$ cat src/rtl/coreaxi4dmacontroller_int_event_queue.sv
// Interrupt event queue behind the DMA controller.
// Completion/error events are queued in a small FIFO. One level interrupt is
// raised per queued event, and firmware retires the head event with intClr.
//
// state  | meaning
// -------+-------------------------------------------------------------
// IDLE   | waiting for a queued event; drops head events that are now masked
// ASSERT | INTERRUPT high; waiting for firmware to pulse intClr
// POP    | retire head entry; INTERRUPT low (gap before next event)
module coreaxi4dmacontroller_int_event_queue #(
    parameter int ID_WIDTH   = 2,
    parameter int FIFO_DEPTH = 4,
    localparam int PTR_W     = $clog2(FIFO_DEPTH)
) (
    input  logic                CLOCK,
    input  logic                RESETN,
    input  logic                valid,
    output logic                ready,
    input  logic                opDone,
    input  logic                wrError,
    input  logic                rdError,
    input  logic                invalidDscrptr,
    input  logic                strDscrptr,
    input  logic [ID_WIDTH-1:0] intDscrptrNum,
    input  logic [31:0]         extDscrptrAddr,
    input  logic [3:0]          intMask,
    input  logic                intClr,
    output logic [7:0]          intStatus,
    output logic [ID_WIDTH-1:0] intDscrptrNumOut,
    output logic [31:0]         intExtAddr,
    output logic [PTR_W:0]      intPending,
    output logic                INTERRUPT
);

    localparam logic [PTR_W:0] COUNT_FULL = (PTR_W+1)'(FIFO_DEPTH);
    localparam logic [PTR_W:0] COUNT_ONE  = (PTR_W+1)'(1);

    typedef enum logic [1:0] {
        ST_IDLE   = 2'd0,
        ST_ASSERT = 2'd1,
        ST_POP    = 2'd2
    } state_t;

    state_t state, state_nxt;

    logic [3:0]          mem_flags [FIFO_DEPTH];
    logic                mem_str   [FIFO_DEPTH];
    logic [ID_WIDTH-1:0] mem_num   [FIFO_DEPTH];
    logic [31:0]         mem_addr  [FIFO_DEPTH];

    logic [PTR_W-1:0] wr_ptr;
    logic [PTR_W-1:0] rd_ptr;
    logic [PTR_W-1:0] rd_ptr_inc;
    logic [PTR_W:0]   count;
    logic [3:0]       evt_flags;
    logic             store;
    logic             pop;

    assign evt_flags  = {invalidDscrptr, rdError, wrError, opDone};
    assign ready      = (count != COUNT_FULL);
    // Fully masked events complete the handshake but never occupy a slot.
    assign store      = valid & ready & (|(evt_flags & intMask));
    assign pop        = (state == ST_POP);
    assign rd_ptr_inc = rd_ptr + PTR_W'(1);
    assign intPending = count;

    // Event storage, written at the write pointer on every stored push.
    always_ff @(posedge CLOCK or negedge RESETN) begin
        if (!RESETN) begin
            for (int i = 0; i < FIFO_DEPTH; i++) begin
                mem_flags[i] <= '0;
                mem_str[i]   <= 1'b0;
                mem_num[i]   <= '0;
                mem_addr[i]  <= '0;
            end
        end else if (store) begin
            mem_flags[wr_ptr] <= evt_flags;
            mem_str[wr_ptr]   <= strDscrptr;
            mem_num[wr_ptr]   <= intDscrptrNum;
            mem_addr[wr_ptr]  <= extDscrptrAddr;
        end
    end

    // Pointers and occupancy; push and pop in the same cycle leave count unchanged.
    always_ff @(posedge CLOCK or negedge RESETN) begin
        if (!RESETN) begin
            wr_ptr <= '0;
            rd_ptr <= '0;
            count  <= '0;
        end else begin
            if (store) begin
                wr_ptr <= wr_ptr + PTR_W'(1);
            end
            if (pop) begin
                rd_ptr <= rd_ptr_inc;
            end
            case ({store, pop})
                2'b10:   count <= count + COUNT_ONE;
                2'b01:   count <= count - COUNT_ONE;
                default: count <= count;
            endcase
        end
    end

    // Registered head outputs; on a pop they move straight to the next entry
    // (or to zero) so they never show a retired event while the queue is empty.
    always_ff @(posedge CLOCK or negedge RESETN) begin
        if (!RESETN) begin
            intStatus        <= '0;
            intDscrptrNumOut <= '0;
            intExtAddr       <= '0;
        end else if (pop) begin
            if (count > COUNT_ONE) begin
                intStatus        <= {3'b000, mem_str[rd_ptr_inc], mem_flags[rd_ptr_inc]};
                intDscrptrNumOut <= mem_num[rd_ptr_inc];
                intExtAddr       <= mem_addr[rd_ptr_inc];
            end else begin
                intStatus        <= '0;
                intDscrptrNumOut <= '0;
                intExtAddr       <= '0;
            end
        end else if (count != '0) begin
            intStatus        <= {3'b000, mem_str[rd_ptr], mem_flags[rd_ptr]};
            intDscrptrNumOut <= mem_num[rd_ptr];
            intExtAddr       <= mem_addr[rd_ptr];
        end else begin
            intStatus        <= '0;
            intDscrptrNumOut <= '0;
            intExtAddr       <= '0;
        end
    end

    // State register and registered interrupt (high exactly while in ASSERT).
    always_ff @(posedge CLOCK or negedge RESETN) begin
        if (!RESETN) begin
            state     <= ST_IDLE;
            INTERRUPT <= 1'b0;
        end else begin
            state     <= state_nxt;
            INTERRUPT <= (state_nxt == ST_ASSERT);
        end
    end

    // Next-state logic; IDLE looks at storage directly because the registered
    // head copy lags the count by one cycle.
    always_comb begin
        state_nxt = state;
        case (state)
            ST_IDLE: begin
                if (count != '0) begin
                    if (|(mem_flags[rd_ptr] & intMask)) begin
                        state_nxt = ST_ASSERT;
                    end else begin
                        state_nxt = ST_POP;
                    end
                end
            end
            ST_ASSERT: begin
                if (intClr) begin
                    state_nxt = ST_POP;
                end
            end
            ST_POP: begin
                state_nxt = ST_IDLE;
            end
            default: begin
                state_nxt = ST_IDLE;
            end
        endcase
    end

endmodule
$ cat config.mk
export PLATFORM = sky130hd
export DESIGN_NAME = coreaxi4dmacontroller_int_event_queue
export DESIGN_NICKNAME = d
export VERILOG_FILES = /design/src/rtl/coreaxi4dmacontroller_int_event_queue.sv
export SDC_FILE = /design/constraint.sdc
export NUM_CORES = 1
export LEC_CHECK = 0
export ABC_CLOCK_PERIOD_IN_PS = 3560
export CAP_MARGIN = 20
export CORE_MARGIN = 5
export CORE_UTILIZATION = 55
export CTS_CLUSTER_DIAMETER = 200
export DETAILED_ROUTE_END_ITERATION = 10
export HOLD_SLACK_MARGIN = 0.02
export PLACE_DENSITY = 0.84
export SYNTH_ARGS = -nofsm -noshare
export SYNTH_HDL_FRONTEND = slang
export SYNTH_SLANG_ARGS = --single-unit
$ cat constraint.sdc
create_clock -name CLOCK -period 3.56 [get_ports CLOCK]
set_clock_uncertainty 0.2 [all_clocks]
set_input_delay 0.534 -clock CLOCK [delete_from_list [all_inputs] [get_ports CLOCK]]
set_output_delay 0.534 -clock CLOCK [all_outputs]
set_load 0.01 [all_outputs]
## Word level (Yosys, flattened, before mapping)

Index checks and enable logic that the tools add are counted.

- Register bits: 208
- Word-level logic and storage cells: 102
- Output and inout bits: 47
- Bits of input ports: 47

- Reduce and logical (&&, ||, !) cells: 6
- Muxes and demuxes: 50
- Bitwise logic cells: 7
- Equality and inequality tests: 6
- Magnitude comparators: 5
- Add/sub/neg operators: 4

Operators with widths:

| operator | count |
|---|---|
| 32-bit 2-to-1 mux | 8 |
| 32-bit binary-select mux with 2-bit select | 2 |
| 128-bit bitwise mux | 1 |
| 32-bit demux with 2-bit select | 1 |
| 2-bit 2-to-1 mux | 11 |
| 4-bit 2-to-1 mux | 5 |
| 4-bit binary-select mux with 2-bit select | 2 |
| 16-bit bitwise mux | 1 |
| 5-bit 2-to-1 mux | 2 |
| 3-bit >= comparator, second input constant | 3 |
| 2-bit NOT with 3-bit output | 3 |
| 4-bit bitwise AND | 2 |
| 2-bit binary-select mux with 2-bit select | 2 |
| 8-bit bitwise mux | 1 |
| 4-bit demux with 2-bit select | 1 |
| 8-bit 2-to-1 mux | 1 |
| 4-bit OR reduction | 2 |
| 2-bit by 1-bit equality test with 1-bit output, second input constant | 3 |
| 3-bit one-hot mux with 2 select lines | 1 |
| 1-bit 2-to-1 mux | 5 |
| 2-bit by 1-bit adder with 2-bit output, second input constant | 2 |
| 1-bit binary-select mux with 2-bit select | 2 |
| 4-bit bitwise mux | 1 |
| 2-bit demux with 2-bit select | 1 |
| other kinds (13) | 15 |

## Logic depth before layout (Yosys ltp)

- Depth after elaboration: 10
- Mapped depth: 10
- Depth with buffers taken out: 9

## Worst setup path before layout

No wires, ideal clock.

- Kind: register to register
- Start: reg count[0], in the netlist intPending[0]
- End: reg mem_addr[121] in the netlist's numbering
- Setup time: 0.125 ns
- Required time: 3.235 ns
- Period minus slack after synthesis: 2.137 ns
- Path buffers: 3
- Setup slack: 1.423 ns
- Arrival: 1.812 ns
- Stages on the path, launching flop included: 10
- Cell sequence: dfrtp_1 inv_1 ha_1 nand2_1 o211a_1 buf_6 nand2_4 buf_6 buf_12 mux2_4

- Cells in the longest elaborated chain, start to end: 3

Ends and longest elaborated chain:

| what | RTL line | RTL |
|---|---|---|
| from (decl) | 54 | `logic [PTR_W:0] count;` |
| from (signal assigned) | 98 | `2'b10: count <= count + COUNT_ONE;` |
| from (signal assigned) | 99 | `2'b01: count <= count - COUNT_ONE;` |
| from (signal assigned) | 100 | `default: count <= count;` |
| 3-bit inequality test | 60 | `assign ready = (count != COUNT_FULL);` |
| named net ready | 18 | `output logic ready,` |
| 1-bit bitwise AND (2 in series) | 62 | `assign store = valid & ready & (\|(evt_flags & intMask));` |
| to (signal, indexed assignment) | 80 | `mem_addr[wr_ptr] <= extDscrptrAddr;` |
| to (decl) | 49 | `logic [31:0] mem_addr [FIFO_DEPTH];` |

The timed path passes the listed nets, and every way through them passes these cells.
A chain may end at the register's enable or synchronous reset.

## Worst setup path in the final report

- Start: reg count[0], in the netlist intPending[0]
- End: out ready

- Cells in the longest elaborated chain, start to end: 1

Ends and longest elaborated chain:

| what | RTL line |
|---|---|
| 3-bit inequality test | 60 |
| to (decl) | 18 |

Every way passes these cells.

==> reports/summary.md <==
• cell taking the most area after synthesis: sky130_fd_sc_hd__dfrtp_1
• most frequent cells in the layout: 203 x sky130_fd_sc_hd__dfrtp_1, 118 x sky130_fd_sc_hd__mux2i_1, 116 x sky130_fd_sc_hd__mux2_2
• height of the die: 145 um
• highest ir drop seen on vdd: 0.533 mV
• TritonCTS clock tree: yes
• Final nets: 839
• leading cell type in the layout, fill and taps excluded: sky130_fd_sc_hd__dfrtp_1
• drt pass-1 iters: 5
• unrepaired setup endpoints after global routing: no
• Final TNS setup: 0 ns
• clock-pin transition on the worst setup and hold timing paths: 0.06 ns
• final standard cell count with taps included and fillers excluded: 1,028
• post-layout util: 64.5%
• standard-cell rows: 49
• residual DRC count: 0
• sum of net half-perimeters after detailed placement: 13,800 um
• achievable frequency: 0.371 GHz
• share of the synthesized area in the top cell type: 51.3%
• worst slew margin relative to its limit: 38.1%
• cell area after synthesis: 10,000 um2
• WL final: 22,300 um
• PostCTS Resize Cnt: 0
• transition time at the pin with the least slew margin: 0.929 ns
• Final Hold Viols: 0
• die area: 21,000 um2
• WL/cell: 21.7 um
• vias per inst: 6.16
• Max stage delay cell, worst path: sky130_fd_sc_hd__clkdlybuf4s50_1
• vias in the first global route: 7,204
• power per cell area: 1040 nW/um2
• wire length of the first global-routing pass: 36,000 um
• GP Congestion: 0.800
• placeable core region: 18,000 um2
• startpoint type of the worst setup path: flip-flop
• max cap viols: 0
• overflow left after global routing: 0
• static leakage power: 5.21 nW
• share of final-layout standard cells stronger than drive strength 1: 26.5%
• final antenna diode count: 0
• count of endpoints failing setup in the final report: 0
• clk buf depth: 3
• outcome: finished clean
• Place WS: 0.476 ns
• Gate Count Post-Synth: 714
• global-route usage over all layers: 21.5%
• remaining antenna violation count: 0
• Synth Warn #: 0
• max-slew violation count: 0
• pin count of the biggest net entering global routing: 84
• DRC marker count from the first detailed-route iteration: 303
• number of antenna violations at the first check in global routing: 0
• sequential-to-total area share from yosys stat: 51.3%
• average instance area after synthesis: 14.0 um2
• reg-to-reg setup timing slack: 0.89 ns
• arrival time of data at the critical path endpoint: 1.96 ns
• vias: 6,332
• Setup Crit Path Kind: reg -> out
• Inserted Clock Buffers: 23
• required time at the worst-slack endpoint: 2.83 ns
• maximum fanout along the worst path: 6
• cell count after placement: 986
• depth of the CTS H-tree: 1
• register bit count reported by yosys: 205
• cell-by-cell trace of the critical path: inv_1, ha_1, nand2_1, clkdlybuf4s50_1
• CTS Sinks: 205
• Synth cell types: 35
• count of filler cells inserted in the layout: 1,266
• overall die width: 145 um
• kind of end point of the critical path: output port
• hold crit path type: reg -> reg
• area taken by flip-flops and latches: 5130 um2
• worst skew pair latency: 0.52 ns
• Syn-to-layout area delta: 15.9%
• clock root buffer: sky130_fd_sc_hd__clkbuf_16
• cells taking the most area after synthesis: sky130_fd_sc_hd__dfrtp_1 51%, sky130_fd_sc_hd__mux2_2 13%, sky130_fd_sc_hd__mux2i_1 12%, sky130_fd_sc_hd__mux2_4 6.0%, sky130_fd_sc_hd__o221ai_1 3.5%
• post-route worst setup slack: 0.867 ns
• number of buffers inserted by port buffering: 90
• period utilization: 75.6%
• delay of the slowest critical-path stage: 0.55 ns
• min Tclk post-route: 2.69 ns
• number of I/O pins: 94
• Initial Util: 55.7%
• total area of multi-input combinational cells: 4450 um2
state kept, by name, summed over array words and instances, names as in the netlist:
name              cells
mem_addr            128
intExtAddr           32
mem_flags            16
mem_num               8
intStatus             5
mem_str               4
intPending            3
intDscrptrNumOut      2
rd_ptr                2
state                 2
wr_ptr                2
INTERRUPT             1
timing repair:
item	in CTS	in global routing
setup buffers	0	0
hold buffers	1	0
hold endpoints to repair	78	0
through the flow:
step | power [mW] | cell area, um2 | hold slack [ns]
floorplan | 8.31 | 10000 | 0.0384
global placement | 9.36 | 10900 | 0.249
detailed placement | 9.85 | 10900 | 0.281
CTS | 12.1 | 11600 | 0.286
global route | 12.7 | 11600 | 0.311
finish | 12.1 | 11600 | 0.299
final timing paths:
path,from,to,depth (start not counted)
hold reg to reg,state[1],state[1],1
min in group asynchronous,RESETN,state[1],2
hold / removal,state[1],state[1],1
setup reg to reg,intPending[0],mem_num[6],6
max in group asynchronous,RESETN,mem_addr[113],3
setup / recovery,intPending[0],ready,4
routing by layer:
metal	wire, um	share of wire, %	vias up	GRT usage, %
met2	11600	52	198	39.3
met4	539	2.4	0	7.31
met5	0	0	-	0
li1	-	-	2815	-
met1	9110	41	3271	25.7
met3	1040	4.6	48	3.25
critical path, delay by kind of cell, from the launching register on:
family | cells | cell delay (ns)
simple gates | 1 | 0.10
buf+inv | 2 | 0.65
flops | 1 | 0.45
fa+ha+maj | 1 | 0.24
area by class of cell:
type,count,area share [%]
sequential,205,44.3
multi-input combinational,446,38.4
timing repair buffer,102,8.71
clock buffer,32,5.34
tap,229,2.47
clock inverter,9,0.658
inverter,5,0.162
logic make-up after synthesis:
group | share of synthesized area (%)
flip-flops | 51.3
AND/OR/NAND/NOR | 1.30
adder cells (fa/ha/maj) | 1.13
other | 0.0375
XOR/XNOR | 0.525
multiplexers | 31.3
AO/OA/AOI/OAI | 9.90
buffers and inverters | 4.49
report_power, final:
part | internal [mW] | leakage, nW | switching (mW)
sequential | 3.55 | 2.46 | 0.858
clock | 1.29 | 0.342 | 0.916
combinational | 2.93 | 2.41 | 2.55
cells in the mapped netlist:
cell / instances
sky130_fd_sc_hd__o22a_1: 2
sky130_fd_sc_hd__dfrtp_1: 205
sky130_fd_sc_hd__nor2_1: 1
sky130_fd_sc_hd__buf_1: 4
sky130_fd_sc_hd__o21ai_1: 1
sky130_fd_sc_hd__a311o_1: 1
sky130_fd_sc_hd__inv_1: 5
sky130_fd_sc_hd__nor2b_1: 2
sky130_fd_sc_hd__xnor2_1: 4
sky130_fd_sc_hd__a22o_1: 2
sky130_fd_sc_hd__nand4bb_1: 1
sky130_fd_sc_hd__buf_6: 6
sky130_fd_sc_hd__mux2_2: 116
sky130_fd_sc_hd__conb_1: 1
sky130_fd_sc_hd__nand2b_1: 5
sky130_fd_sc_hd__o22ai_1: 39
sky130_fd_sc_hd__mux2i_1: 118
sky130_fd_sc_hd__buf_4: 21
sky130_fd_sc_hd__a22oi_1: 1
sky130_fd_sc_hd__buf_2: 12
sky130_fd_sc_hd__buf_12: 4
sky130_fd_sc_hd__o221ai_1: 40
sky130_fd_sc_hd__mux2_4: 40
sky130_fd_sc_hd__nand2_4: 4
sky130_fd_sc_hd__o21ba_2: 1
sky130_fd_sc_hd__o21a_1: 39
sky130_fd_sc_hd__ha_1: 9
sky130_fd_sc_hd__nand2_1: 7
sky130_fd_sc_hd__clkbuf_1: 12
sky130_fd_sc_hd__o21ai_0: 2
sky130_fd_sc_hd__a21oi_1: 3
sky130_fd_sc_hd__xor2_1: 2
sky130_fd_sc_hd__o211a_1: 1
sky130_fd_sc_hd__clkbuf_2: 1
sky130_fd_sc_hd__mux4_2: 2
(Power assumes the default switching activity.)
